[config.mk]
export PLATFORM = sky130hd
export DESIGN_NAME = imm_gen_pipe_flat
export DESIGN_NICKNAME = d
export VERILOG_FILES = /design/src/rtl/imm_gen_pipe_pkg.sv /design/src/rtl/imm_gen_pipe_if.sv /design/src/rtl/imm_gen_pipe_imm_decode.sv /design/src/rtl/imm_gen_pipe.sv /design/src/flat_wrapper.sv
export SDC_FILE = /design/constraint.sdc
export NUM_CORES = 1
export LEC_CHECK = 0
export BUFFER_PORTS_ARGS = -buffer_cell sky130_fd_sc_hd__buf_4
export CAP_MARGIN = 20
export CORE_MARGIN = 2
export CORE_UTILIZATION = 50
export DETAILED_ROUTE_END_ITERATION = 16
export GPL_ROUTABILITY_DRIVEN = 0
export HOLD_SLACK_MARGIN = 0.08
export PLACE_DENSITY = 0.71
export SETUP_SLACK_MARGIN = 0.3
export SLEW_MARGIN = 10
export SYNTH_ARGS = -nofsm -noshare
export SYNTH_HDL_FRONTEND = slang
export SYNTH_SLANG_ARGS = --single-unit
export TNS_END_PERCENT = 10
[constraint.sdc]
create_clock -name iCLK -period 2.2 [get_ports iCLK]
set_input_delay 0 -clock iCLK [delete_from_list [all_inputs] [get_ports iCLK]]
set_output_delay 0 -clock iCLK [all_outputs]
set_load 0.005 [all_outputs]
[src/rtl/imm_gen_pipe_pkg.sv]
// Shared LEGv8 opcode constants, immediate format codes and opcode-class helpers.
package imm_gen_pipe_pkg;

  // D format, iInstr[31:21]
  localparam logic [10:0] OPC_LDUR   = 11'b111_1100_0010;
  localparam logic [10:0] OPC_STUR   = 11'b111_1100_0000;
  localparam logic [10:0] OPC_LDURB  = 11'b001_1100_0010;
  localparam logic [10:0] OPC_STURB  = 11'b001_1100_0000;
  localparam logic [10:0] OPC_LDURH  = 11'b011_1100_0010;
  localparam logic [10:0] OPC_STURH  = 11'b011_1100_0000;
  localparam logic [10:0] OPC_LDURSW = 11'b101_1100_0100;
  localparam logic [10:0] OPC_STURW  = 11'b101_1100_0000;
  localparam logic [10:0] OPC_LDXR   = 11'b110_0100_0010;
  localparam logic [10:0] OPC_STXR   = 11'b110_0100_0000;
  localparam logic [10:0] OPC_LDURD  = 11'b111_1110_0010;
  localparam logic [10:0] OPC_STURD  = 11'b111_1110_0000;

  // I format, iInstr[31:22]
  localparam logic [9:0] OPC_ADDI  = 10'b10_0100_0100;
  localparam logic [9:0] OPC_ADDIS = 10'b10_1100_0100;
  localparam logic [9:0] OPC_SUBI  = 10'b11_0100_0100;
  localparam logic [9:0] OPC_SUBIS = 10'b11_1100_0100;
  localparam logic [9:0] OPC_ANDI  = 10'b10_0100_1000;
  localparam logic [9:0] OPC_ANDIS = 10'b11_1100_1000;
  localparam logic [9:0] OPC_ORRI  = 10'b10_1100_1000;
  localparam logic [9:0] OPC_EORI  = 10'b11_0100_1000;

  // IW format, iInstr[31:23]
  localparam logic [8:0] OPC_IW_MOVZ = 9'b1_1010_0101;
  localparam logic [8:0] OPC_IW_MOVK = 9'b1_1110_0101;

  // CB format, iInstr[31:24]
  localparam logic [7:0] OPC_CBZ   = 8'b1011_0100;
  localparam logic [7:0] OPC_CBNZ  = 8'b1011_0101;
  localparam logic [7:0] OPC_BCOND = 8'b0101_0100;

  // B format, iInstr[31:26]
  localparam logic [5:0] OPC_B = 6'b00_0101;

  typedef enum logic [2:0] {
    FMT_NONE = 3'd0,
    FMT_D    = 3'd1,
    FMT_I    = 3'd2,
    FMT_B    = 3'd3,
    FMT_CB   = 3'd4,
    FMT_IW   = 3'd5
  } fmt_e;

  function automatic logic is_d_opc(input logic [10:0] opc);
    return opc inside {OPC_LDUR, OPC_STUR, OPC_LDURB, OPC_STURB, OPC_LDURH, OPC_STURH,
                       OPC_LDURSW, OPC_STURW, OPC_LDXR, OPC_STXR, OPC_LDURD, OPC_STURD};
  endfunction

  function automatic logic is_i_opc(input logic [9:0] opc);
    return opc inside {OPC_ADDI, OPC_ADDIS, OPC_SUBI, OPC_SUBIS,
                       OPC_ANDI, OPC_ANDIS, OPC_ORRI, OPC_EORI};
  endfunction

  function automatic logic is_iw_opc(input logic [8:0] opc);
    return opc inside {OPC_IW_MOVZ, OPC_IW_MOVK};
  endfunction

  function automatic logic is_cb_opc(input logic [7:0] opc);
    return opc inside {OPC_CBZ, OPC_CBNZ, OPC_BCOND};
  endfunction

endpackage

[src/rtl/imm_gen_pipe_if.sv]
// Instruction-in / immediate-out stream with valid/ready on each side.
// slave is the block's view; master is the fetch/register-read side.
interface imm_gen_pipe_if #(
  parameter int XLEN  = 64,
  parameter int TAG_W = 8
);
  logic             iValid;
  logic             oReady;
  logic [31:0]      iInstr;
  logic [TAG_W-1:0] iTag;
  logic             oValid;
  logic             iReady;
  logic [XLEN-1:0]  oImm;
  logic [2:0]       oFmt;
  logic             oIllegal;
  logic [TAG_W-1:0] oTag;

  modport slave (
    input  iValid, iInstr, iTag, iReady,
    output oReady, oValid, oImm, oFmt, oIllegal, oTag
  );

  modport master (
    output iValid, iInstr, iTag, iReady,
    input  oReady, oValid, oImm, oFmt, oIllegal, oTag
  );
endinterface

[src/rtl/imm_gen_pipe_imm_decode.sv]
// Combinational LEGv8 immediate decode to XLEN bits; zero latency, no handshake.
// Opcode classes do not overlap, so the if-chain order only expresses specificity.
module imm_decode
  import imm_gen_pipe_pkg::*;
#(
  parameter int XLEN = 64
) (
  input  logic [31:0]     instr,
  output logic [XLEN-1:0] imm,
  output fmt_e            fmt,
  output logic            illegal
);

  logic [1:0]      hw;
  logic [XLEN-1:0] iw_base;
  logic            unused_bits;

  assign hw          = instr[22:21];
  assign iw_base     = {{(XLEN-16){1'b0}}, instr[20:5]};
  assign unused_bits = ^instr[4:0];

  always_comb begin
    imm     = '0;
    fmt     = FMT_NONE;
    illegal = 1'b0;
    if (is_d_opc(instr[31:21])) begin
      fmt = FMT_D;
      imm = {{(XLEN-9){instr[20]}}, instr[20:12]};
    end else if (is_i_opc(instr[31:22])) begin
      fmt = FMT_I;
      imm = {{(XLEN-12){1'b0}}, instr[21:10]};
    end else if (is_iw_opc(instr[31:23])) begin
      fmt = FMT_IW;
      // At 32 bits the upper two halfword slots do not exist.
      if (XLEN == 32 && hw[1]) illegal = 1'b1;
      else                     imm = iw_base << {hw, 4'b0000};
    end else if (is_cb_opc(instr[31:24])) begin
      fmt = FMT_CB;
      imm = {{(XLEN-21){instr[23]}}, instr[23:5], 2'b00};
    end else if (instr[31:26] == OPC_B) begin
      fmt = FMT_B;
      imm = {{(XLEN-28){instr[25]}}, instr[25:0], 2'b00};
    end
  end

endmodule

[src/rtl/imm_gen_pipe.sv]
// Two-entry (output reg R + skid reg S) pipelined immediate generator; 1-cycle latency.
// oReady is a flop (~S.valid next), so upstream never sees a path from iReady.
module imm_gen_pipe
  import imm_gen_pipe_pkg::*;
#(
  parameter int XLEN  = 64,
  parameter int TAG_W = 8
) (
  input logic         iCLK,
  input logic         iRST,
  imm_gen_pipe_if.slave bus
);

  typedef struct packed {
    logic             vld;
    logic [XLEN-1:0]  imm;
    fmt_e             fmt;
    logic             ill;
    logic [TAG_W-1:0] tag;
  } entry_t;

  entry_t          r_q, r_d, s_q, s_d, dec_e;
  logic            rdy_q;
  logic [XLEN-1:0] dec_imm;
  fmt_e            dec_fmt;
  logic            dec_ill;
  logic            accept, drain;

  imm_decode #(.XLEN(XLEN)) u_decode (
    .instr   (bus.iInstr),
    .imm     (dec_imm),
    .fmt     (dec_fmt),
    .illegal (dec_ill)
  );

  assign dec_e  = '{vld: 1'b1, imm: dec_imm, fmt: dec_fmt, ill: dec_ill, tag: bus.iTag};
  assign accept = bus.iValid & rdy_q;
  assign drain  = r_q.vld & bus.iReady;

  always_comb begin
    r_d = r_q;
    s_d = s_q;
    if (!r_q.vld || drain) begin
      if (s_q.vld)     r_d = s_q;
      else if (accept) r_d = dec_e;
      else             r_d = '0;
    end
    if (s_q.vld && drain) begin
      s_d = accept ? dec_e : '0;
    end else if (accept && r_q.vld && !drain) begin
      // Only reachable with S empty, since rdy_q is low whenever S is full.
      s_d = dec_e;
    end
  end

  always_ff @(posedge iCLK or negedge iRST) begin
    if (!iRST) begin
      r_q   <= '0;
      s_q   <= '0;
      rdy_q <= 1'b1;
    end else begin
      r_q   <= r_d;
      s_q   <= s_d;
      rdy_q <= ~s_d.vld;
    end
  end

  assign bus.oReady   = rdy_q;
  assign bus.oValid   = r_q.vld;
  assign bus.oImm     = r_q.imm;
  assign bus.oFmt     = r_q.fmt;
  assign bus.oIllegal = r_q.ill;
  assign bus.oTag     = r_q.tag;

endmodule
[src/flat_wrapper.sv]
// flat-port wrapper written by rule: the top's interface ports become plain ports
module imm_gen_pipe_flat import imm_gen_pipe_pkg::*;
#(
  parameter int XLEN  = 64,
  parameter int TAG_W = 8
)
  (iCLK, iRST, bus_iValid, bus_iInstr, bus_iTag, bus_iReady, bus_oReady, bus_oValid, bus_oImm, bus_oFmt, bus_oIllegal, bus_oTag);
  imm_gen_pipe_if #(.XLEN(XLEN), .TAG_W(TAG_W)) bus_i ();
  input logic iCLK;
  input logic iRST;
  input wire logic [$bits(bus_i.iValid)-1:0] bus_iValid;
  input wire logic [$bits(bus_i.iInstr)-1:0] bus_iInstr;
  input wire logic [$bits(bus_i.iTag)-1:0] bus_iTag;
  input wire logic [$bits(bus_i.iReady)-1:0] bus_iReady;
  output wire logic [$bits(bus_i.oReady)-1:0] bus_oReady;
  output wire logic [$bits(bus_i.oValid)-1:0] bus_oValid;
  output wire logic [$bits(bus_i.oImm)-1:0] bus_oImm;
  output wire logic [$bits(bus_i.oFmt)-1:0] bus_oFmt;
  output wire logic [$bits(bus_i.oIllegal)-1:0] bus_oIllegal;
  output wire logic [$bits(bus_i.oTag)-1:0] bus_oTag;
  assign bus_i.iValid = bus_iValid;
  assign bus_i.iInstr = bus_iInstr;
  assign bus_i.iTag = bus_iTag;
  assign bus_i.iReady = bus_iReady;
  assign bus_oReady = bus_i.oReady;
  assign bus_oValid = bus_i.oValid;
  assign bus_oImm = bus_i.oImm;
  assign bus_oFmt = bus_i.oFmt;
  assign bus_oIllegal = bus_i.oIllegal;
  assign bus_oTag = bus_i.oTag;
  imm_gen_pipe #(.XLEN(XLEN), .TAG_W(TAG_W)) u_core (.iCLK(iCLK), .iRST(iRST), .bus(bus_i));
endmodule
==> run_results.csv <==
group,metric,value,unit
logic_synthesis,synth_edf_count,0,
global_routing,grt_pass1_wl,39.68,mm
power,power_density,1009,nW/um^2
route,vias,7641,
timing,fin_setup_tns,0,ps
timing,hold_violations,0,
worst_setup_path,arrival,2190,ps
route,drtAntennaViolNets,0,
timing,holdWs,127.8,ps
route,totalWireLength,25.09,mm
worst_setup_path,crit_required,2550,ps
cts,clock_latency,430,ps
worst_setup_path,crit_path_start,"bus_iInstr[20]",
final_layout,n_antenna_cell,0,
logic_synthesis,async_reset_ff_share,100.0,%
power,vdd_drop_max,0.8507,mV
timing,fin_skew,7.233,ps
logic_synthesis,synthFlopType,"dfrtp_1",
global_routing,antenna_found_initial,0,
worst_setup_path,setup.worst_path.end_class,"flop",
final_layout,seq_area,3831,um^2
cts,cts_tree,"yes",
place,dpl.hpwl,15.30,mm
logic_synthesis,synth_cell_types,57,
power,p_leak,4.496,nW
die,core_area,15260,um^2
cts,root_buffer,"clkbuf_16",
cts,cts_buffers,17,
timing,period_needed,1847,ps
logic_synthesis,yosysSeqAreaShare,48.94,%
worst_setup_path,rr_startpoint,"u_core.bus.oValid$_DFFE_PN0P_",
cts,cts.clk_slew.worst_paths,60,ps
min_path,min_path_type,"in -> async",
die,die_area,16670,um^2
final_layout,multiInputGateArea,3602,um^2
timing,worstMarginPinSlew,646.3,ps
die,boundaryPins,122,
die,die_h,129.1,um
worst_setup_path,worst_setup_path_start_kind,"input port",
final_layout,fin_nets,1005,
die,start_util,51.29,%
die,die_x,129.1,um
die,fp-row-count,45,
route,vias_per_cell,6.454,
timing,slew_violations,0,
global_routing,grt_overflow,0,
global_routing,grt_usage,30.66,%
status,outcome,"completed",
timing,rsz0062_at_grt,"true",
cts,cts_max_level,4,
cts,clock_sinks,153,
logic_synthesis,yosysWarnings,0,
timing,setup_violations,0,
final_layout,layout-drive-gt1-share,20.97,%
route,wl_per_cell,21.19,um
route,drc,0,
route,drt-initial-drc-count,1151,
place,io_buffers,120,
timing,post-route-period-util,83.95,%
route,first_pass_iters,5,
timing,relSlewSlack,56.91,%
worst_setup_path,cp_max_fo,15,
logic_synthesis,synth_nets,890,
final_layout,final_cell_mix,"dfrtp_1 (151), buf_4 (146), nand2_1 (122)",
logic_synthesis,ys_seq_elements,153,
final_layout,area_growth,25.77,%
worst_setup_path,reg2regPathDepth,6,
cts,cts.path.max_buffers,2,
final_layout,nFillCells,1219,
timing,fmax,541.4,MHz
final_layout,layout_commonest_cell,"dfrtp_1",
logic_synthesis,synth_area,7826,um^2
flow_run,cap_violations,0,
global_routing,grt_pass1_vias,7255,
logic_synthesis,syn_inst,846,
worst_setup_path,path_class,"in -> reg",
logic_synthesis,avgSynthCellArea,9.251,um^2
global_routing,grt_max_degree,82,
[routing by layer]
metal  track usage (%)  vias up  share of wire [%]
met5                 0        -                  0
met1             44.27     3706                 41
met4             12.40        0                3.1
met2             45.14      492                 46
li1                  -     3371                  -
met3             6.689       72                 10
[what timing repair did]
item / in CTS / in global routing
hold endpoints to repair: 187 / 0
gates resized for setup: 2 / 3
pin swaps: 2 / 0
hold buffers: 31 / 0
cloned: 1 / 0
buffers inserted: 1 / 0
endpoints found under the setup margin: 36 / 55
[cells by family (layout without fill, tap and decap cells)]
kind of cell	after synthesis	count (layout)	synth area share, %
other	1	1	0.04792
AOI/OAI and AO/OA	339	339	30.65
xor gates and xnor gates	1	1	0.1119
DFF	153	153	48.94
buffers and inverters	94	220	5.627
and+or+nand+nor	258	259	14.63
[critical path, stage by stage]
cell and delay (ps):
dlygate4sd3_1 520, buf_4 190, inv_1 70, or4_1 730, buf_4 290, a21o_1 230, a21oi_1 150
[synthesized netlist by cell type, types with 7 or more instances]
master | number | area share, %
dfrtp_1 | 152 | 49
nand2_1 | 123 | 5.9
a21oi_1 | 100 | 6.4
nor2_1 | 74 | 3.5
clkbuf_1 | 55 | 2.6
a221o_1 | 50 | 6.4
o21ai_0 | 42 | 2.7
a21boi_0 | 29 | 2.8
a311oi_1 | 29 | 3.2
buf_2 | 17 | 1.1
a221oi_1 | 16 | 1.8
nand3_1 | 14 | 0.90
o31ai_1 | 12 | 1.2
a22o_1 | 11 | 1.2
a21o_1 | 10 | 0.96
a222oi_1 | 10 | 1.3
and3_1 | 9 | 0.72
buf_4 | 8 | 0.77
o22ai_1 | 7 | 0.56
[sequential cells by signal, summed over array words and instances, names as in the netlist]
signal             count
u_core.bus.oFmt        3
u_core.bus.oImm       64
u_core.bus.oValid      1
u_core.bus.oTag        8
u_core.bus.oReady      1
u_core.s_q            76
[power by group]
part,switching (mW),leakage [nW],total [mW],internal (mW)
registers,0.370,2.05,3.78,3.41
clock network,1.18,0.282,2.86,1.68
logic,1.88,2.16,3.29,1.41
total,3.43,4.50,9.94,6.51
[worst paths after layout]
kind | endpoint | slack (ps)
min in group iCLK | u_core.s_q[16]$_DFFE_PN0P_ | 130
hold reg to reg | u_core.s_q[17]$_DFFE_PN0P_ | 480
hold / removal | u_core.s_q[28]$_DFFE_PN0P_ | 130
setup reg to reg | u_core.bus.oImm[0]$_DFFE_PN0P_ | 350
setup / recovery | u_core.bus.oImm[27]$_DFFE_PN0P_ | 350
max in group asynchronous | u_core.s_q[24]$_DFFE_PN0P_ | 1250
[cell type report]
type	instances	area share [%]
Clock inverter	13	1.297
Clock buffer	18	4.462
Multi-Input combinational cell	600	36.60
Sequential cell	153	38.92
Timing Repair Buffer	186	15.93
Tap cell	211	2.682
Inverter	3	0.1144
[stage by stage]
step / utilization [%] / instances / area, um^2 / setup slack, ps / power (mW)
2_1_floorplan: - / 846 / 7826 / 472.7 / 5.448
3_3_place_gp: 58.50 / 1120 / 8926 / 78.67 / 6.886
3_5_place_dp: 58.50 / 1120 / 8926 / -13.31 / 6.979
4_1_cts: 64.40 / 1184 / 9826 / 320.3 / 9.902
5_1_grt: 64.51 / 1184 / 9843 / 249.9 / 10.46
6_report: 64.51 / 1184 / 9843 / 353.1 / 9.936
(Power assumes the default switching activity.)
